## config.mk

```make
export PLATFORM = sky130hd
export DESIGN_NAME = knn_vote
export DESIGN_NICKNAME = d
export VERILOG_FILES = /design/src/rtl/knn_pkg.sv /design/src/rtl/knn_argmax.sv /design/src/rtl/knn_vote.sv
export SDC_FILE = /design/constraint.sdc
export NUM_CORES = 1
export LEC_CHECK = 0
export ABC_CLOCK_PERIOD_IN_PS = 2500
export CORE_UTILIZATION = 55
export CTS_CLUSTER_DIAMETER = 60
export DETAILED_ROUTE_END_ITERATION = 7
export GPL_TIMING_DRIVEN = 0
export PLACE_DENSITY = 0.8
export SETUP_SLACK_MARGIN = 0.4
export SLEW_MARGIN = 0
export SYNTH_ARGS = -nofsm -noshare
export SYNTH_HDL_FRONTEND = slang
export SYNTH_SLANG_ARGS = --single-unit
```

## constraint.sdc

```tcl
create_clock -name clk -period 2.5 [get_ports clk]
set_input_delay 0.375 -clock clk [delete_from_list [all_inputs] [get_ports clk]]
set_output_delay 0.375 -clock clk [all_outputs]
set_load 0.01 [all_outputs]
```

## src/rtl/knn_pkg.sv

```systemverilog
// Shared definitions for the k-nearest-neighbour vote block: FSM encoding,
// parameter defaults and the vote-counter width helper.
package knn_pkg;

   localparam int K_DEF      = 5;
   localparam int W_DEF      = 16;
   localparam int TYPE_W_DEF = 2;

   typedef enum logic [1:0] {
      ST_COLLECT = 2'd0,
      ST_DRAIN   = 2'd1,
      ST_VOTE    = 2'd2,
      ST_RESULT  = 2'd3
   } knn_state_t;

   // Bits needed to hold a vote count in the range 0..k.
   function automatic int vote_width(input int k);
      return $clog2(k + 1);
   endfunction

endpackage

```

## src/rtl/knn_argmax.sv

```systemverilog
// Sequential arg-max: one label per enabled cycle, holding the best index and
// count seen so far. Strict-greater update keeps the lowest index on ties.
module knn_argmax
   import knn_pkg::*;
#(
   parameter int TYPE_W = TYPE_W_DEF,
   parameter int VW     = vote_width(K_DEF)
) (
   input  logic              clk,
   input  logic              rst,
   input  logic              i_clear,
   input  logic              i_en,
   input  logic [TYPE_W-1:0] i_idx,
   input  logic [VW-1:0]     i_cnt,
   output logic [TYPE_W-1:0] o_best_type,
   output logic [VW-1:0]     o_best_cnt
);

   logic [TYPE_W-1:0] r_best_type;
   logic [VW-1:0]     r_best_cnt;

   always_ff @(posedge clk or posedge rst) begin
      if (rst) begin
         r_best_type <= '0;
         r_best_cnt  <= '0;
      end else if (i_clear) begin
         r_best_type <= '0;
         r_best_cnt  <= '0;
      end else if (i_en && (i_cnt > r_best_cnt)) begin
         r_best_type <= i_idx;
         r_best_cnt  <= i_cnt;
      end
   end

   assign o_best_type = r_best_type;
   assign o_best_cnt  = r_best_cnt;

endmodule

```

## src/rtl/knn_vote.sv

```systemverilog
// Majority vote over the K nearest samples of an ascending-distance stream,
// with a sticky ordering-error flag for streams that are not sorted.
//
//   state      | meaning
//   -----------+---------------------------------------------------------
//   ST_COLLECT | accept samples, count labels of the first K
//   ST_DRAIN   | K samples counted; consume the rest of the stream
//   ST_VOTE    | scan labels 0..N_TYPES-1, then one cycle to latch result
//   ST_RESULT  | hold result until class_ready, then clear and restart
module knn_vote
   import knn_pkg::*;
#(
   parameter int  W       = W_DEF,
   parameter int  TYPE_W  = TYPE_W_DEF,
   parameter int  K       = K_DEF,
   localparam int N_TYPES = 2 ** TYPE_W,
   localparam int VW      = vote_width(K)
) (
   input  logic              clk,
   input  logic              rst,
   input  logic              in_valid,
   output logic              in_ready,
   input  logic [W-1:0]      in_dist,
   input  logic [TYPE_W-1:0] in_type,
   input  logic              in_last,
   output logic              class_valid,
   input  logic              class_ready,
   output logic [TYPE_W-1:0] class_type,
   output logic [VW-1:0]     class_votes,
   output logic              order_err
);

   localparam logic [VW-1:0]     K_V      = VW'(K);
   localparam logic [VW-1:0]     K_LAST   = VW'(K - 1);
   localparam logic [TYPE_W:0]   SCAN_END = (TYPE_W + 1)'(N_TYPES);

   knn_state_t        r_state;
   logic [VW-1:0]     r_cnt [N_TYPES];
   logic [VW-1:0]     r_n;
   logic [W-1:0]      r_prev;
   logic              r_have_prev;
   logic              r_err;
   logic [TYPE_W:0]   r_scan;
   logic              r_class_valid;
   logic [TYPE_W-1:0] r_class_type;
   logic [VW-1:0]     r_class_votes;

   logic              w_xfer;
   logic              w_done;
   logic              w_scan_en;
   logic [TYPE_W-1:0] w_scan_idx;
   logic [TYPE_W-1:0] w_best_type;
   logic [VW-1:0]     w_best_cnt;

   assign in_ready   = !rst && ((r_state == ST_COLLECT) || (r_state == ST_DRAIN));
   assign w_xfer     = in_valid && in_ready;
   assign w_done     = (r_state == ST_RESULT) && class_ready;
   assign w_scan_en  = (r_state == ST_VOTE) && (r_scan != SCAN_END);
   assign w_scan_idx = r_scan[TYPE_W-1:0];

   always_ff @(posedge clk or posedge rst) begin
      if (rst) begin
         r_state       <= ST_COLLECT;
         r_n           <= '0;
         r_scan        <= '0;
         r_class_valid <= 1'b0;
         r_class_type  <= '0;
         r_class_votes <= '0;
         for (int i = 0; i < N_TYPES; i++) r_cnt[i] <= '0;
      end else begin
         case (r_state)
            ST_COLLECT: begin
               if (w_xfer) begin
                  if (r_cnt[in_type] != K_V) r_cnt[in_type] <= r_cnt[in_type] + 1'b1;
                  r_n <= r_n + 1'b1;
                  if (in_last) begin
                     r_state <= ST_VOTE;
                     r_scan  <= '0;
                  end else if (r_n == K_LAST) begin
                     r_state <= ST_DRAIN;
                  end
               end
            end
            ST_DRAIN: begin
               if (w_xfer && in_last) begin
                  r_state <= ST_VOTE;
                  r_scan  <= '0;
               end
            end
            ST_VOTE: begin
               // The extra cycle at SCAN_END lets the last label's compare settle.
               if (r_scan == SCAN_END) begin
                  r_state       <= ST_RESULT;
                  r_class_valid <= 1'b1;
                  r_class_type  <= w_best_type;
                  r_class_votes <= w_best_cnt;
               end else begin
                  r_scan <= r_scan + 1'b1;
               end
            end
            ST_RESULT: begin
               if (class_ready) begin
                  r_state       <= ST_COLLECT;
                  r_class_valid <= 1'b0;
                  r_class_type  <= '0;
                  r_class_votes <= '0;
                  r_n           <= '0;
                  r_scan        <= '0;
                  for (int i = 0; i < N_TYPES; i++) r_cnt[i] <= '0;
               end
            end
            default: r_state <= ST_COLLECT;
         endcase
      end
   end

   // Ordering check; the flag survives the handshake and is only dropped by
   // the first transfer of the following stream.
   always_ff @(posedge clk or posedge rst) begin
      if (rst) begin
         r_prev      <= '0;
         r_have_prev <= 1'b0;
         r_err       <= 1'b0;
      end else if (w_xfer) begin
         r_prev      <= in_dist;
         r_have_prev <= 1'b1;
         r_err       <= r_have_prev && (r_err || (in_dist < r_prev));
      end else if (w_done) begin
         r_prev      <= '0;
         r_have_prev <= 1'b0;
      end
   end

   knn_argmax #(
      .TYPE_W (TYPE_W),
      .VW     (VW)
   ) u_argmax (
      .clk         (clk),
      .rst         (rst),
      .i_clear     (w_done),
      .i_en        (w_scan_en),
      .i_idx       (w_scan_idx),
      .i_cnt       (r_cnt[w_scan_idx]),
      .o_best_type (w_best_type),
      .o_best_cnt  (w_best_cnt)
   );

   assign class_valid = r_class_valid;
   assign class_type  = r_class_valid ? r_class_type  : '0;
   assign class_votes = r_class_valid ? r_class_votes : '0;
   assign order_err   = r_err;

endmodule

```

==> reports/qor.txt, run 1 <==
DIE
----------------------------------------------------------------------------------------
Area enclosed by the die boundary                                             5630 sq um
Floorplan core area                                                           5110 sq um
Number of placed I/O pins                                                             31
Row count                                                                             26
Die height                                                                  75.0 microns
Starting utilization of the core area                                              57.4%
Width of the die                                                            75.0 microns

YOSYS
----------------------------------------------------------------------------------------
Count of mapped cells out of synthesis                                               279
EDFF count, synth                                                                      0
Synthesis Warnings                                                                     0
Sequential-to-total area share from yosys stat                                     41.8%
Flip-flop cell with the highest count after synthesis                       sky130_fd_sc_hd__dfrtp_1
Area fraction of the dominant cell type after synthesis                            41.8%
Cell taking the most area after synthesis                                   sky130_fd_sc_hd__dfrtp_1
Distinct cell type count after synthesis                                              42
Dominant cells by area after synthesis                                      sky130_fd_sc_hd__dfrtp_1 42%, sky130_fd_sc_hd__ha_1 12%, sky130_fd_sc_hd__o31ai_1 5.6%
Syn Area/Cell                                                                 10.5 sq um
Synthesized flop and latch total                                                      49
Share of synthesized registers carrying an async set or reset                       100%
Cell area after synthesis                                                     2930 sq um
Syn Nets                                                                             331

CLOCKING
----------------------------------------------------------------------------------------
CTS root buf                                                                sky130_fd_sc_hd__clkbuf_8
H-tree depth                                                                           2
CTS Hold Bufs                                                                          0
Clock buffer depth                                                                     2
CTS tree                                                                           built
Clock sink total                                                                      49
Latest clock arrival within the worst-skew pair                                  0.30 ns
Register clock-pin slew on the reported worst setup and hold paths               0.09 ns
Total CTS buffers                                                                      5

CELLS AND AREA
----------------------------------------------------------------------------------------
Layout net count                                                                     375
Post-route cell area                                                          3620 sq um
Proportion of layout cells with a drive suffix above 1                             17.0%
Commonest non-fill, non-tap cell in the layout                              sky130_fd_sc_hd__dfrtp_1
Signed area change from the synthesized netlist to the final layout                23.3%
Diodes inserted                                                                        0
Top library cells by usage in the layout, fill and taps aside               47 x sky130_fd_sc_hd__dfrtp_1, 30 x sky130_fd_sc_hd__inv_1, 27 x sky130_fd_sc_hd__nand2_1, 27 x sky130_fd_sc_hd__clkdlybuf4s50_1, 25 x sky130_fd_sc_hd__ha_1

GLOBAL ROUTING
----------------------------------------------------------------------------------------
Antenna violations before repair                                                       0
Number of global-route vias before repair                                           2323
Sum of overflow across all layers after global routing                                 0
First-pass GRT wire length                                                  10600 microns
Pin count of the biggest net entering global routing                                  36
GRT Resource Usage Total                                                           25.6%

SETUP PATH
----------------------------------------------------------------------------------------
Endpoint required time on the critical path                                      2.67 ns
Endpoint kind of the worst setup timing path                                        flop
Kind of critical path                                                       flop to flop
Maximum fanout along the worst path                                                    3
Arrival time at the worst endpoint                                               2.30 ns
Cell breakdown of the critical path                                         mux4_2 > ha_4 > nor2b_4 > o21a_4 > buf_6 > o2111ai_4 > o31ai_2
Slowest stage cell on the critical path                                     sky130_fd_sc_hd__mux4_2
Top cell family by delay on the critical path                               multiplexers
Nature of the critical path startpoint                                              flop
Combined buffer and inverter count along the critical path                             1
Largest stage delay on the critical path                                         0.57 ns

TIMING
----------------------------------------------------------------------------------------
Clock tree skew after final layout                                            0.00844 ns
Portion of the clock cycle consumed by the worst path in the final layout          85.2%
Post-route minimum period                                                        2.13 ns
Final setup vio count                                                                  0
Peak Freq                                                                        469 MHz
Number of endpoints with negative hold slack in the final report                       0
Pin slew with the least headroom to its limit                                   0.578 ns
Number of slew-limit violations in the final report                                    0
RSZ-0062 raised after global routing                                                 yes
Worst slew margin relative to its limit                                            61.5%

ROUTE
----------------------------------------------------------------------------------------
DRC marker count from the first detailed-route iteration                              89
Number of remaining DRC errors                                                         0
Wire length per cell                                                        16.6 microns
Routed wire length                                                          6530 microns
Pre-Repair DR Iteration Count                                                          4
Vias per inst                                                                       5.87
Total via count in the routed design                                                2314
DRT antenna net count                                                                  0

OUTCOME
----------------------------------------------------------------------------------------
Outcome                                                                     finished clean

PLACED DESIGN
----------------------------------------------------------------------------------------
Number of port buffers                                                                28
Post-detail-place hpwl                                                      4570 microns
GP Congestion                                                                      0.860
Post-Place Cell Area                                                          3320 sq um

FLOW RUN
----------------------------------------------------------------------------------------
Max_cap viols                                                                          0

POWER AND IR DROP
----------------------------------------------------------------------------------------
Power Total                                                                      3.23 mW
Areal power density over the cells                                           892 nW/um^2
Maximum vdd ir drop                                                             0.666 mV
Static power due to leakage                                                      1.58 nW

HOLD PATH
----------------------------------------------------------------------------------------
Hold/Removal Path Class                                                     primary input to flop

metal layers:
| metal | GRT usage, % | vias up | wire, microns |
|---|---|---|---|
| li1 | - | 1113 | - |
| met1 | 31.6 | 1143 | 2970 |
| met2 | 44.2 | 48 | 3230 |
| met3 | 5.09 | 10 | 232 |
| met4 | 10.1 | 0 | 103 |
| met5 | 0 | - | 0 |
layout make-up:
class,instances,area [sq um]
clock buffer,6,72.6
inverter,34,128
multi-input combinational,186,1660
clock inverter,2,10.0
tap,70,87.6
fill,372,1490
timing repair buffer,37,370
sequential,49,1230
buffer,10,65.1
metrics by stage:
step	hold slack [ns]	util (%)	setup WS, ns	TNS (ns)	cells
after floorplan	0.465	-	0.406	0	279
after global placement	0.475	64.6	-0.0714	-3.39	377
after detailed placement	0.488	65.0	0.136	0	378
after CTS	0.360	68.7	0.387	0	392
after global routing	0.367	70.8	0.318	0	394
final	0.368	70.8	0.369	0	394
kinds of logic after synthesis:
group	share of synthesized area, %
multiplexers	7.25
adder cells (fa/ha/maj)	12.4
AND/OR/NAND/NOR	12.3
buffers and inverters	6.19
flip-flops	41.8
AO/OA/AOI/OAI	20.1
power by group:
part	leakage [nW]	switching (mW)	internal, mW
Clock	0.0450	0.261	0.195
Sequential	0.653	0.140	1.02
Combinational	0.884	0.902	0.713
Total	1.58	1.30	1.92
worst register-to-register path, stage by stage (launching register included):
cell	delay, ns
sky130_fd_sc_hd__dfrtp_2	0.41
sky130_fd_sc_hd__mux4_2	0.57
sky130_fd_sc_hd__ha_4	0.27
sky130_fd_sc_hd__nor2b_4	0.12
sky130_fd_sc_hd__o21a_4	0.21
sky130_fd_sc_hd__buf_6	0.13
sky130_fd_sc_hd__o2111ai_4	0.20
sky130_fd_sc_hd__o31ai_2	0.09
state kept, by name, summed over array words and instances (netlist names):
register / cells
r_n: 3
r_scan: 3
class_valid: 1
u_argmax.o_best_type: 2
r_cnt: 12
u_argmax.o_best_cnt: 3
r_state: 2
r_prev: 16
r_class_votes: 3
r_have_prev: 1
order_err: 1
r_class_type: 2
repair_timing:
item,in CTS,in global routing
endpoints found under the setup margin,9,9
setup buffers,6,2
resized for setup,15,19
pin swaps,2,5
synthesized netlist by cell type, types with 2 or more instances:
cell / instances
sky130_fd_sc_hd__mux4_2: 4
sky130_fd_sc_hd__nand2b_1: 4
sky130_fd_sc_hd__a2111oi_0: 2
sky130_fd_sc_hd__mux2i_1: 7
sky130_fd_sc_hd__dfrtp_1: 49
sky130_fd_sc_hd__a32o_1: 3
sky130_fd_sc_hd__inv_1: 34
sky130_fd_sc_hd__clkbuf_1: 7
sky130_fd_sc_hd__o2111ai_1: 6
sky130_fd_sc_hd__a21o_1: 3
sky130_fd_sc_hd__nand3_1: 6
sky130_fd_sc_hd__nand2_1: 27
sky130_fd_sc_hd__nand4_1: 3
sky130_fd_sc_hd__a22o_1: 14
sky130_fd_sc_hd__nor2b_1: 3
sky130_fd_sc_hd__o21a_1: 3
sky130_fd_sc_hd__buf_6: 2
sky130_fd_sc_hd__o211ai_1: 3
sky130_fd_sc_hd__nor2_1: 6
sky130_fd_sc_hd__mux4_1: 2
sky130_fd_sc_hd__ha_1: 29
sky130_fd_sc_hd__nor3b_4: 2
sky130_fd_sc_hd__o31ai_1: 22
sky130_fd_sc_hd__and2_1: 6
sky130_fd_sc_hd__a21oi_1: 8
sky130_fd_sc_hd__o21ai_0: 8
worst paths after layout:
check | from | end | slack, ns | cells after the start
worst min-delay path | in_type[0] | r_cnt[1] | 0.37 | 2
max in group asynchronous | rst | r_scan[0] | 1.54 | 3
worst max-delay path | r_scan[1] | u_argmax.o_best_cnt[2] | 0.37 | 7
min in group asynchronous | rst | r_have_prev | 0.44 | 2
worst max register to register | r_scan[1] | u_argmax.o_best_cnt[2] | 0.37 | 7
worst min register to register | u_argmax.o_best_cnt[1] | r_class_votes[1] | 0.50 | 1
No activity file was read; power rests on OpenSTA's default activity.
==> inputs of run 2 (changes only) <==
GPL_TIMING_DRIVEN = not set   (was 0)
==> run 2 against run 1 <==
Combinational power about the same. Total power grew 1.1%. Via count down 1.9%. Global-route usage down 1.3 points. Die area is the same. Largest power group unchanged. Cell count is 0.25% lower. Clock skew up 0.0014 ns. Critical endpoint is now u_argmax.o_best_cnt[0]. Critical path depth unchanged.
==> reports/qor.txt, run 2 (synthesis results as in run 1) <==
CLOCKING
----------------------------------------------------------------------------------------
Total CTS buffers                                                                      5   unchanged
CTS tree                                                                           built
CTS Hold Bufs                                                                          0   unchanged
H-tree depth                                                                           2   unchanged
CTS root buf                                                                sky130_fd_sc_hd__clkbuf_8
Clock buffer depth                                                                     2   unchanged
Register clock-pin slew on the reported worst setup and hold paths               0.09 ns   about the same
Latest clock arrival within the worst-skew pair                                  0.30 ns   about the same
Clock sink total                                                                      49   unchanged

CELLS AND AREA
----------------------------------------------------------------------------------------
Top library cells by usage in the layout, fill and taps aside               49 x sky130_fd_sc_hd__dfrtp_1, 31 x sky130_fd_sc_hd__inv_1, 27 x sky130_fd_sc_hd__nand2_1, 27 x sky130_fd_sc_hd__clkdlybuf4s50_1, 25 x sky130_fd_sc_hd__ha_1
Layout net count                                                                     375   unchanged
Signed area change from the synthesized netlist to the final layout                22.9%
Register containing the most flip-flops in the final layout                       r_prev
Top flop regs                                                               r_prev x16, r_cnt x12
Diodes inserted                                                                        0   unchanged
Commonest non-fill, non-tap cell in the layout                              sky130_fd_sc_hd__dfrtp_1
Proportion of layout cells with a drive suffix above 1                             17.0%   +0.053 points
Number of flip-flops in the largest register                                          16   unchanged

DIE
----------------------------------------------------------------------------------------
Number of placed I/O pins                                                             31   unchanged
Die height                                                                  75.0 microns   unchanged
Width of the die                                                            75.0 microns   unchanged
Row count                                                                             26   unchanged
Starting utilization of the core area                                              57.4%   unchanged
Area enclosed by the die boundary                                             5630 sq um   unchanged
Floorplan core area                                                           5110 sq um   unchanged

ROUTE
----------------------------------------------------------------------------------------
Total via count in the routed design                                                2269   -1.9%
Number of remaining DRC errors                                                         0   unchanged
Wire length per cell                                                        16.6 microns   +0.39%
Vias per inst                                                                       5.77   -1.7%
DRC marker count from the first detailed-route iteration                             183   +110%
Pre-Repair DR Iteration Count                                                          4   unchanged
DRT antenna net count                                                                  0   unchanged
Routed wire length                                                          6540 microns   +0.14%

GLOBAL ROUTING
----------------------------------------------------------------------------------------
Sum of overflow across all layers after global routing                                 0   unchanged
Antenna violations before repair                                                       0   unchanged
GRT Resource Usage Total                                                           24.3%   -1.3 points
Number of global-route vias before repair                                           2187   -5.9%
Pin count of the biggest net entering global routing                                  50   +39%
First-pass GRT wire length                                                  10100 microns   -4.7%

POWER AND IR DROP
----------------------------------------------------------------------------------------
Power Total                                                                      3.26 mW   +1.1%
Maximum vdd ir drop                                                             0.653 mV   -1.9%
Static power due to leakage                                                      1.59 nW   +0.82%
Areal power density over the cells                                           905 nW/um^2   +1.5%

TIMING
----------------------------------------------------------------------------------------
Number of endpoints with negative hold slack in the final report                       0   unchanged
Pin slew with the least headroom to its limit                                   0.625 ns   +0.0477 ns
Post-route minimum period                                                        2.12 ns   -0.0112 ns
Hold_ws                                                                         0.500 ns   +0.131 ns
Peak Freq                                                                        472 MHz   +0.53%
RSZ-0062 raised after global routing                                                 yes
Clock tree skew after final layout                                            0.00986 ns   +0.00141 ns
Worst slew margin relative to its limit                                            58.3%   -3.2 points
Final setup vio count                                                                  0   unchanged
Portion of the clock cycle consumed by the worst path in the final layout          84.8%   -0.45 points
Summed negative setup slack over all endpoints                                      0 ns   unchanged
Number of slew-limit violations in the final report                                    0   unchanged

SETUP PATH
----------------------------------------------------------------------------------------
Nature of the critical path startpoint                                              flop
Timing startpoint of the critical path                                         r_scan[1]
Worst reg2reg path startpoint                                                  r_scan[1]
Kind of critical path                                                       flop to flop
Setup slack of the worst register-to-register path                               0.38 ns   about the same
R2R cell count                                                                         7   unchanged
Endpoint kind of the worst setup timing path                                        flop
FF-to-FF End                                                                u_argmax.o_best_cnt[0]
Endpoint required time on the critical path                                      2.68 ns   about the same
Arrival time at the worst endpoint                                               2.30 ns   about the same
Maximum fanout along the worst path                                                    3   unchanged

PLACED DESIGN
----------------------------------------------------------------------------------------
Number of port buffers                                                                30   +7.1%
Post-detail-place hpwl                                                      4500 microns   -1.7%
GP Congestion                                                                      0.873   +1.5%

HOLD PATH
----------------------------------------------------------------------------------------
Hold/Removal Path Class                                                     flop to flop
Instance count along the most critical hold path                                       1   -1
Start point of the worst min-delay path                                     u_argmax.o_best_type[1]
Worst min-delay path endpoint                                               r_class_type[1]

OUTCOME
----------------------------------------------------------------------------------------
Outcome                                                                     finished clean

FLOW RUN
----------------------------------------------------------------------------------------
Max_cap viols                                                                          0   unchanged

==> run 2: routing by layer <==
metal | part of all wire, % | vias up | global-route usage [%]
met3 | 4.2 | 15 | 5.09
met1 | 44 | 1100 | 31.3
li1 | - | 1100 | -
met5 | 0 | - | 0
met2 | 49 | 54 | 41.1
met4 | 2.3 | 0 | 7.76
==> run 2: worst max-delay path by stage <==
stage	end	cells after the start
6_report	u_argmax.o_best_cnt[0]	7
5_1_grt	u_argmax.o_best_cnt[0]	7
3_5_place_dp	r_cnt[2]	9
4_1_cts	in_ready	5
3_3_place_gp	r_cnt[2]	9
2_1_floorplan	u_argmax.o_best_cnt[0]	6
==> run 2: final cells by class <==
cell class	instances	area, sq um
multi-input combinational	186	1640
sequential	49	1230
inverter	34	128
tap	70	87.6
timing repair buffer	47	439
fill	379	1500
clock buffer	7	86.3
==> run 2: stage by stage <==
| step | utilization, % | worst slack [ns] | std cells | area, sq um |
|---|---|---|---|---|
| global route | 70.6 | 0.306 | 393 | 3600 |
| global placement | 65.6 | 0.00913 | 380 | 3350 |
| detailed placement | 65.6 | -0.116 | 380 | 3350 |
| CTS | 68.5 | 0.298 | 391 | 3500 |
| finish | 70.6 | 0.380 | 393 | 3600 |
| floorplan | - | 0.406 | 279 | 2930 |
==> run 2: what timing repair did <==
action,in CTS,in global routing
endpoints found under the hold margin,0,0
buffers inserted,4,2
resized for setup,11,20
pin swaps,3,5
setup endpoints to repair,18,15
==> run 2: worst max-delay path: stages, from the launching register on <==
cell and delay, ns:
sky130_fd_sc_hd__dfrtp_1 0.40, sky130_fd_sc_hd__mux4_2 0.57, sky130_fd_sc_hd__ha_4 0.24, sky130_fd_sc_hd__nor2b_1 0.13, sky130_fd_sc_hd__o21a_1 0.22, sky130_fd_sc_hd__buf_6 0.14, sky130_fd_sc_hd__o2111ai_2 0.20, sky130_fd_sc_hd__o31ai_2 0.10
==> run 2: report_power, final <==
group	internal (mW)	leakage [nW]	switching (mW)
logic	0.719	0.895	0.909
registers	1.02	0.656	0.146
clock network	0.220	0.0443	0.255
total	1.95	1.59	1.31
==> inputs of run 3 (changes only) <==
ABC_CLOCK_PERIOD_IN_PS = 2029   (was 2500)
clock period = 2.03 ns   (was 2.5 ns; I/O delays follow)
==> run 3 against run 2 <==
The flow now finishes with violations (negative setup slack). Setup slack worse by 0.44 ns. Via count increased by 5.2%. First-iteration DRC count decreased by 27%. Maximum frequency up 1.4%. Clock-buffer cell count decreased by 2. Utilization is 7.4 points higher. Routed wire length grew 7.8%. Combinational power up 56%. Sequential cell count unchanged. Global-route usage grew 1.6 points. Total power increased by 40%. Critical path depth unchanged. Highest routed layer unchanged.
==> reports/qor.txt, run 3 (synthesis results as in run 1) <==
OUTCOME
----------------------------------------------------------------------------------------
Outcome                                                                     finished, violations left
Failing checks                                                              negative setup slack

CELLS AND AREA
----------------------------------------------------------------------------------------
Proportion of layout cells with a drive suffix above 1                             30.1%   +13 points
Fillers                                                                              337   -11%
Signed area change from the synthesized netlist to the final layout                35.8%
Number of flip-flops in the largest register                                          16   unchanged
Post-route cell area                                                          3980 sq um   +10%
Diodes inserted                                                                        0   unchanged
Register containing the most flip-flops in the final layout                       r_prev
Top flop regs                                                               r_prev x16, r_cnt x12
Layout net count                                                                     396   +5.6%
Commonest non-fill, non-tap cell in the layout                              sky130_fd_sc_hd__dfrtp_1
Top library cells by usage in the layout, fill and taps aside               46 x sky130_fd_sc_hd__dfrtp_1, 30 x sky130_fd_sc_hd__buf_4, 28 x sky130_fd_sc_hd__inv_1, 26 x sky130_fd_sc_hd__nand2_1, 22 x sky130_fd_sc_hd__clkdlybuf4s50_1

CLOCKING
----------------------------------------------------------------------------------------
CTS Hold Bufs                                                                          0   unchanged
Latest clock arrival within the worst-skew pair                                  0.31 ns   about the same
Total CTS buffers                                                                      5   unchanged
CTS root buf                                                                sky130_fd_sc_hd__clkbuf_8
Clock buffer depth                                                                     2   unchanged
H-tree depth                                                                           2   unchanged
CTS tree                                                                           built
Register clock-pin slew on the reported worst setup and hold paths               0.09 ns   about the same
Clock sink total                                                                      49   unchanged

TIMING
----------------------------------------------------------------------------------------
Number of slew-limit violations in the final report                                    0   unchanged
RSZ-0062 raised after global routing                                                 yes
Post-route minimum period                                                        2.09 ns   -0.0294 ns
Worst slew margin relative to its limit                                            70.0%   +12 points
Portion of the clock cycle consumed by the worst path in the final layout           103%   +18 points
Peak Freq                                                                        478 MHz   +1.4%
Pin slew with the least headroom to its limit                                   0.450 ns   -0.175 ns
Number of endpoints with negative hold slack in the final report                       0   unchanged
Final Worst Setup Slack                                                       -0.0603 ns   -0.441 ns
Final setup vio count                                                                  3   +3
Clock tree skew after final layout                                            0.00643 ns   -0.00343 ns

HOLD PATH
----------------------------------------------------------------------------------------
Hold/Removal Path Class                                                     primary input to flop

ROUTE
----------------------------------------------------------------------------------------
Vias per inst                                                                       5.75   -0.38%
Routed wire length                                                          7050 microns   +7.8%
DRC marker count from the first detailed-route iteration                             133   -27%
Wire length per cell                                                        17.0 microns   +2.1%
DRT antenna net count                                                                  0   unchanged
Number of remaining DRC errors                                                         0   unchanged
Pre-Repair DR Iteration Count                                                          4   unchanged
Total via count in the routed design                                                2387   +5.2%

GLOBAL ROUTING
----------------------------------------------------------------------------------------
Pin count of the biggest net entering global routing                                  43   -14%
First-pass GRT wire length                                                  10700 microns   +6.1%
Sum of overflow across all layers after global routing                                 0   unchanged
Number of global-route vias before repair                                           2412   +10%
Antenna violations before repair                                                       0   unchanged
GRT Resource Usage Total                                                           25.8%   +1.6 points

PLACED DESIGN
----------------------------------------------------------------------------------------
GP Congestion                                                                      0.929   +6.4%
Post-detail-place hpwl                                                      4780 microns   +6.2%
Post-Place Worst Slack                                                         -0.313 ns   -0.196 ns
Number of port buffers                                                                30   unchanged
Post-Place Cell Area                                                          3540 sq um   +5.8%

DIE
----------------------------------------------------------------------------------------
Number of placed I/O pins                                                             31   unchanged
Width of the die                                                            75.0 microns   unchanged
Die height                                                                  75.0 microns   unchanged
Row count                                                                             26   unchanged
Floorplan core area                                                           5110 sq um   unchanged
Starting utilization of the core area                                              57.4%   unchanged
Area enclosed by the die boundary                                             5630 sq um   unchanged

POWER AND IR DROP
----------------------------------------------------------------------------------------
Areal power density over the cells                                          1150 nW/um^2   +27%
Power Total                                                                      4.58 mW   +40%
Static power due to leakage                                                      1.77 nW   +11%
Maximum vdd ir drop                                                             0.873 mV   +34%

SETUP PATH
----------------------------------------------------------------------------------------
Endpoint required time on the critical path                                      2.22 ns   -0.46 ns
Maximum fanout along the worst path                                                    4   +1
Nature of the critical path startpoint                                              flop
Endpoint kind of the worst setup timing path                                        flop
Kind of critical path                                                       flop to flop
Arrival time at the worst endpoint                                               2.28 ns   -0.02 ns

FLOW RUN
----------------------------------------------------------------------------------------
Max_cap viols                                                                          0   unchanged

==> run 3: worst max-delay path, stage by stage, from the launching register on <==
cell and delay (ns):
sky130_fd_sc_hd__dfrtp_2 0.41, sky130_fd_sc_hd__mux4_2 0.55, sky130_fd_sc_hd__ha_4 0.23, sky130_fd_sc_hd__nor2b_4 0.12
sky130_fd_sc_hd__o21a_4 0.22, sky130_fd_sc_hd__buf_6 0.13, sky130_fd_sc_hd__o2111ai_4 0.21, sky130_fd_sc_hd__o31ai_2 0.10
==> run 3: power breakdown <==
| group | internal [mW] | switching (mW) | leakage, nW |
|---|---|---|---|
| sequential | 1.25 | 0.183 | 0.651 |
| combinational | 1.22 | 1.33 | 1.07 |
| clock | 0.245 | 0.345 | 0.0481 |
==> run 3: cell type report <==
cell class                      instances  area [sq um]  share of cell area [%]
Tap cell                               70          87.6                    2.20
Inverter                               34           133                    3.33
Sequential cell                        49          1230                    30.9
Clock inverter                          3          22.5                   0.566
Clock buffer                            5          68.8                    1.73
Timing Repair Buffer                   68           622                    15.6
Multi-Input combinational cell        186          1820                    45.7
==> run 3: final timing paths <==
check | start | to | slack, ns | cells after the start
min in group asynchronous | rst | r_n[0] | 0.35 | 3
worst max-delay path | r_scan[1] | u_argmax.o_best_cnt[0] | -0.06 | 7
max in group asynchronous | rst | r_scan[1] | 1.20 | 4
worst max register to register | r_scan[1] | u_argmax.o_best_cnt[0] | -0.06 | 7
worst min-delay path | in_dist[1] | r_prev[1] | 0.30 | 3
worst min register to register | u_argmax.o_best_cnt[2] | r_class_votes[2] | 0.50 | 1
==> run 3: timing repair <==
action,4_1_cts,5_1_grt
gates resized for setup,40,26
buffers inserted,6,4
setup endpoints to repair,53,48
pin swaps,16,7
cloned,0,0
==> run 3: metrics by stage <==
| stage | TNS [ns] | hold WS (ns) | std cells | util, % |
|---|---|---|---|---|
| final | -0.0848 | 0.299 | 415 | 78.0 |
| after global routing | -0.608 | 0.322 | 415 | 78.0 |
| after CTS | -0.130 | 0.357 | 411 | 74.9 |
| after detailed placement | -3.92 | 0.482 | 397 | 69.4 |
| after global placement | -3.04 | 0.472 | 397 | 69.4 |
| after floorplan | 0 | 0.420 | 279 | - |
==> run 3: metal layers <==
layer  track usage, %  share of wire, %  wire length [microns]  vias up
met5                0                 0                      0        -
met4             11.9               2.1                    150        0
met3             5.49               4.3                    306       15
met2             44.2                52                   3660       61
met1             31.3                42                   2940     1161
li1                 -                 -                      -     1150
==> RTL edit 1, RTL diff (settings of run 2) <==
Change the package constant `W_DEF` from 16 to 20.
--- a/src/rtl/knn_pkg.sv
+++ b/src/rtl/knn_pkg.sv
@@ -3,7 +3,7 @@
 package knn_pkg;
 
    localparam int K_DEF      = 5;
-   localparam int W_DEF      = 16;
+   localparam int W_DEF      = 20;
    localparam int TYPE_W_DEF = 2;
 
    typedef enum logic [1:0] {
Interface: changed (resized in_dist); port bits go from 31 to 35. No check against the original RTL was run, so the function may have changed too.
==> RTL edit 1 against run 2 <==
Sequential power increased by 7%. Count of clock-buffer cells in the layout grew 1. Power increased by 8.6%. Sequential cell count rose by 4. Hold slack lost 85 ps. Design area is 8.9% higher. Clock power grew 4.6%. Synthesized area rose by 6.6%. Synthesized cell count increased by 9.7%. Routed wire length increased by 5.3%. Largest power group unchanged. Setup slack lost 100 ps.
==> RTL edit 1: results (changes against run 2) <==
| Metric | Value |
|---|---|
| Outcome | `complete, no violations` |
| Antenna violations before repair | `0 (unchanged)` |
| # diodes | `0 (unchanged)` |
| Num CTS Buffers | `5 (unchanged)` |
| Net count after synthesis | `366 (+11%)` |
| Share of layout cells above drive strength 1 | `19.3% (+2.3 points)` |
| GRT Resource Usage Total | `24.1% (-0.18 points)` |
| Min-Delay Startpoint | `in_dist[15]` |
| Nets@finish | `422 (+13%)` |
| Max-Slew Margin vs Limit | `56.2% (-2.1 points)` |
| Gpl congestion | `0.888 (+1.8%)` |
| H-tree depth | `2 (unchanged)` |
| CTS max path bufs | `2 (unchanged)` |
| R2R setup slack | `280 ps (-100 ps)` |
| Crit Reg-Reg Startpoint | `r_cnt[9]` |
| Initial DRC count | `143 (-22%)` |
| Skew final | `10.9 ps (+1.02 ps)` |
| Largest cells by area after synthesis | `dfrtp_1 (42%), ha_1 (13%), a22o_1 (5.0%)` |
| Worst-path maximum fanout | `4 (+1)` |
| Worst-path clk slew | `90 ps (about the same)` |
| Pin count of the biggest net entering global routing | `54 (+8.0%)` |
| Vias in the first global route | `2331 (+6.6%)` |
| Min-Delay Path Class | `input pin to flop` |
| Clock latency at the later pin of the worst-skew pair | `310 ps` |
| DP Worst Slack | `-269 ps (-152 ps)` |
| Crit path max-delay cell type | `mux4_2` |
| First-pass GRT wire length | `11.1 mm (+10%)` |
| Hold endpoint | `r_prev[15]` |
| CP peak stage delay | `520 ps (-50 ps)` |
| Hold Path Cell Cnt | `3 (+2)` |
| DP Wirelength | `4.63 mm (+2.9%)` |
| Fillers | `421 (+11%)` |
| Clk root buf | `clkbuf_8` |
| Async SR Flop Fraction | `100% (unchanged)` |
| Most instantiated cells after synthesis | `dfrtp_1 (53), inv_1 (37), ha_1 (33)` |
| CP arrival | `2420 ps (+120 ps)` |
| Via count | `2467 (+8.7%)` |
| Port Buffers | `34 (+13%)` |
| Critical R2R Capture | `r_cnt[11]` |
| Sequential fraction of the synthesis area | `42.4% (+0.61 points)` |
| Top Registers | `r_prev: 20 flops, r_cnt: 12 flops` |
| Static leakage | `1.77 nW (+11%)` |
| Worst vdd ir | `0.000653 V (about the same)` |
| Most used DFF post-synth | `dfrtp_1` |
| Switch share | `39.1% (-1.1 points)` |
| Iteration count of the initial detailed-routing pass | `4 (unchanged)` |
| Synth warn | `0 (unchanged)` |
| Final WL | `6.89 mm (+5.3%)` |
| Netlist cell types | `41 (-2.4%)` |
| FF-to-FF path depth | `7 (unchanged)` |
RTL edit 1: cell families (layout without fill, tap and decap cells):
kind of cell,after synthesis,after routing,share of synthesized area [%]
AO/OA/AOI/OAI,81,81,18.0
AND/OR/NAND/NOR,77,77,12.8
buffers and inverters,46,103,5.76
flip-flops,53,53,42.4
multiplexers,16,16,7.80
adder cells (fa/ha/maj),33,33,13.2
RTL edit 1: repair_timing:
action,CTS,global route
setup buffers,7,4
cloned,0,0
pin swaps,16,12
resized for setup,23,15
endpoints found under the setup margin,19,25
RTL edit 1: power by group through the flow:
stage               registers, W  logic, W  clock network, W
finish                   0.00124   0.00180          0.000498
global route             0.00127   0.00200          0.000541
CTS                      0.00124   0.00165          0.000507
detailed placement       0.00127   0.00148                 0
global placement         0.00126   0.00142                 0
floorplan                0.00123   0.00109                 0
RTL edit 1: metrics by stage:
step                      hold WS, ps  TNS [ps]  util [%]  instance area [um2]  cells
final                             415         0      71.3                 3930    435
after floorplan                   441         0         -                 3130    306
after CTS                         409         0      69.3                 3810    431
after global routing              424         0      71.3                 3930    435
after global placement            480     -1950      65.8                 3620    416
after detailed placement          488     -2270      65.8                 3620    416
RTL edit 1: worst max-delay path: cells and delay by family, from the launching register on:
| family | cells | cell delay, ps |
|---|---|---|
| adder cells (fa/ha/maj) | 1 | 180 |
| flip-flops | 1 | 430 |
| multiplexers | 1 | 520 |
| buffers and inverters | 1 | 130 |
| AO/OA/AOI/OAI | 4 | 860 |
RTL edit 1: final cells by class:
cell class	instances	share of cell area [%]
clock buffers	8	2.30
flip-flops and latches	53	33.8
multi-input cells	207	44.6
well taps	72	2.30
repair buffers	58	13.4
inverters	37	3.63
RTL edit 1: metal layers:
| metal | vias to the layer above | global-route usage, % | share of wire, % |
|---|---|---|---|
| li1 | 1200 | - | - |
| met1 | 1207 | 33.4 | 46 |
| met2 | 54 | 39.6 | 49 |
| met3 | 6 | 3.88 | 3.6 |
| met4 | 0 | 6.23 | 0.96 |
| met5 | - | 0 | 0 |
RTL edit 1: how the worst max path moves through the flow:
stage | slack [ps] | from | cells after the start | end
floorplan | 410 | r_scan[0] | 7 | u_argmax.o_best_cnt[0]
global placement | -200 | in_type[0] | 7 | r_cnt[2]
detailed placement | -270 | in_type[0] | 7 | r_cnt[2]
CTS | 290 | r_cnt[0] | 6 | r_cnt[10]
global route | 250 | r_cnt[0] | 7 | r_cnt[11]
finish | 280 | r_cnt[9] | 7 | r_cnt[11]
==> RTL edit 2, RTL diff (settings of run 2) <==
Made on the original files. Re-encode `knn_state_t` (4 states) as Gray code, 2 bits wide.
--- a/src/rtl/knn_pkg.sv
+++ b/src/rtl/knn_pkg.sv
@@ -7,10 +7,10 @@
    localparam int TYPE_W_DEF = 2;
 
    typedef enum logic [1:0] {
-      ST_COLLECT = 2'd0,
-      ST_DRAIN   = 2'd1,
-      ST_VOTE    = 2'd2,
-      ST_RESULT  = 2'd3
+      ST_COLLECT = 2'b00,
+      ST_DRAIN   = 2'b01,
+      ST_VOTE    = 2'b11,
+      ST_RESULT  = 2'b10
    } knn_state_t;
 
    // Bits needed to hold a vote count in the range 0..k.
Behaviour: no difference found for any inputs over 10 cycles, from zero or initial values and one cycle with rst high; not proved beyond that.
==> RTL edit 2 against run 2 <==
Sequential cell count stayed put. Via count is 8.1% lower. Setup slack worse by 83 ps. Sequential power is 20% higher. First-iteration DRC count is 38% lower. Power is 11% higher. Clock skew is 3.3 ps lower. Sequential share of layout area is 2.1 points higher. Routed wire length is 12% lower. Synthesized area is 5.8% lower. Count of clock-buffer cells in the layout is 1 lower. Design area is 5.8% lower.
==> RTL edit 2: results (changes against run 2) <==
| Metric | Value |
|---|---|
| Worst-path clk slew | `90 ps (about the same)` |
| Hold_ws | `489 ps (-11.1 ps)` |
| Worst vdd ir | `0.000574 V (-12%)` |
| Clk root buf | `clkbuf_8` |
| Most instantiated cells after synthesis | `dfrtp_1 (49), nand2_1 (29), inv_1 (28)` |
| CP arrival | `2440 ps (+140 ps)` |
| DRT met1 WL | `2.73 mm (-5.8%)` |
| Hold endpoint | `r_class_type[1]` |
| Antenna violations before repair | `0 (unchanged)` |
| # diodes | `0 (unchanged)` |
| Static leakage | `1.57 nW (-1.3%)` |
| Fillers | `373 (-1.6%)` |
| Fraction of the mapped netlist area in adder cells | `10.9% (-1.5 points)` |
| Net count after synthesis | `311 (-6.0%)` |
| Netlist cell types | `48 (+14%)` |
| Placed Cells | `363 (-4.5%)` |
| Initial DRC count | `114 (-38%)` |
| FF-to-FF path depth | `7 (unchanged)` |
| Critical R2R Capture | `u_argmax.o_best_cnt[0]` |
| Num CTS Buffers | `5 (unchanged)` |
| GRT Resource Usage Total | `24.6% (+0.32 points)` |
| CTS max path bufs | `2 (unchanged)` |
| Nets@finish | `354 (-5.6%)` |
| H-tree depth | `2 (unchanged)` |
| Via-to-Cell Ratio | `5.56 (-3.7%)` |
| Iteration count of the initial detailed-routing pass | `4 (unchanged)` |
| DP Wirelength | `4.32 mm (-3.9%)` |
| Dpl cell area | `3230 um2 (-3.7%)` |
| Vias in the first global route | `2126 (-2.8%)` |
| Met1 Use GR | `33.4% (+2.1 points)` |
| WL met2 | `2.87 mm (-11%)` |
| Pin count of the biggest net entering global routing | `27 (-46%)` |
| Share of layout cells above drive strength 1 | `15.9% (-1.1 points)` |
| Mux share of post-synthesis cell area | `7.43% (+0.17 points)` |
| Met3 routed WL | `131 um (-52%)` |
| Largest cells by area after synthesis | `dfrtp_1 (44%), ha_1 (11%), a22o_1 (6.7%)` |
| Sequential fraction of the synthesis area | `44.4% (+2.6 points)` |
| Skew final | `6.56 ps (-3.30 ps)` |
| Crit Reg-Reg Startpoint | `r_scan[0]` |
| Final setup vio count | `0 (unchanged)` |
| First-pass GRT wire length | `10.0 mm (-1.0%)` |
| Most flop-heavy register | `r_prev` |
| Clock latency at the later pin of the worst-skew pair | `300 ps (about the same)` |
| Async SR Flop Fraction | `100% (unchanged)` |
| Final WL | `5.78 mm (-12%)` |
| Worst-path maximum fanout | `3 (unchanged)` |
| Post-DR wirelength/cell | `15.4 um (-7.4%)` |
| Outcome | `complete, no violations` |
| Hold Path Cell Cnt | `1 (unchanged)` |
| M3 GR Usage | `4.70% (-0.39 points)` |
| R2R setup slack | `300 ps (-80 ps)` |
| Avg Inst Size Synth | `10.5 um2 (-0.45%)` |
| Xor and xnor area share after synthesis | `0.634% (+0.63 points)` |
| Compound-Gate Fraction of Synth Area | `18.1% (-1.9 points)` |
| Gpl congestion | `0.890 (+1.9%)` |
| M2 GR Usage | `40.6% (-0.54 points)` |
| Max-Slew Margin vs Limit | `64.6% (+6.3 points)` |
| DP Worst Slack | `-92.0 ps (+24.4 ps)` |
| Min-Delay Path Class | `flop to flop` |
-- RTL edit 2: cell count changes in the layout (fill, tap and decap cells not counted), sizes merged, moves of 4 or more --
cell,run 2,this run
o31ai,22,1
o21ai,9,25
a22o,15,21
inv,34,28
nor2,7,13
o2111ai,6,0
ha,29,24
mux2,0,4
nand2,27,31
-- RTL edit 2: what timing repair did --
action                     4_1_cts  5_1_grt
cloned                           0        0
resized for setup                4        3
setup buffers                    3        1
setup endpoints to repair       17       17
pin swaps                        1        0
hold buffers                     0        0
-- RTL edit 2: cell type report --
| cell class | count | area (um2) | share of cell area (%) |
|---|---|---|---|
| multi-input cells | 179 | 1440 | 42.4 |
| flip-flops and latches | 49 | 1230 | 36.2 |
| repair buffers | 44 | 420 | 12.4 |
| inverters | 28 | 105 | 3.10 |
| well taps | 67 | 83.8 | 2.47 |
| clock buffers | 6 | 82.6 | 2.43 |
| clock inverters | 2 | 37.5 | 1.11 |
-- RTL edit 2: where the power goes --
| part | internal, W | leakage (nW) | total, W | switching (W) |
|---|---|---|---|---|
| sequential | 0.00111 | 0.634 | 0.00139 | 0.000280 |
| clock | 0.000325 | 0.0574 | 0.000596 | 0.000270 |
| combinational | 0.000818 | 0.882 | 0.00162 | 0.000803 |
-- RTL edit 2: worst max-delay path by stage --
| stage | startpoint | slack, ps | endpoint | cells after the start |
|---|---|---|---|---|
| floorplan | r_scan[0] | 200 | u_argmax.o_best_cnt[1] | 7 |
| global placement | in_type[0] | -40 | r_cnt[11] | 8 |
| detailed placement | in_type[0] | -90 | r_cnt[5] | 8 |
| CTS | r_scan[0] | 270 | u_argmax.o_best_cnt[0] | 7 |
| global route | r_scan[0] | 190 | u_argmax.o_best_type[1] | 7 |
| finish | r_scan[0] | 300 | u_argmax.o_best_cnt[0] | 7 |
-- RTL edit 2: logic make-up after synthesis --
kind of cell,count (synthesis)
fa+ha+maj,24
simple gates,72
xor+xnor,2
compound gates,68
mux,13
flops,49
buf+inv,36
-- RTL edit 2: per-stage QoR --
| stage | total power, W | utilization (%) |
|---|---|---|
| 2_1_floorplan | 0.00251 | - |
| 3_3_place_gp | 0.00285 | 67.4 |
| 3_5_place_dp | 0.00294 | 67.4 |
| 4_1_cts | 0.00357 | 70.4 |
| 5_1_grt | 0.00390 | 70.9 |
| 6_report | 0.00361 | 70.9 |
-- RTL edit 2: worst max-delay path: stages, from the launching register on --
cell	delay [ps]
dfrtp_2	420
mux4_2	560
ha_4	290
a21o_1	120
a21oi_2	70
a311oi_4	290
buf_4	200
mux2i_1	180
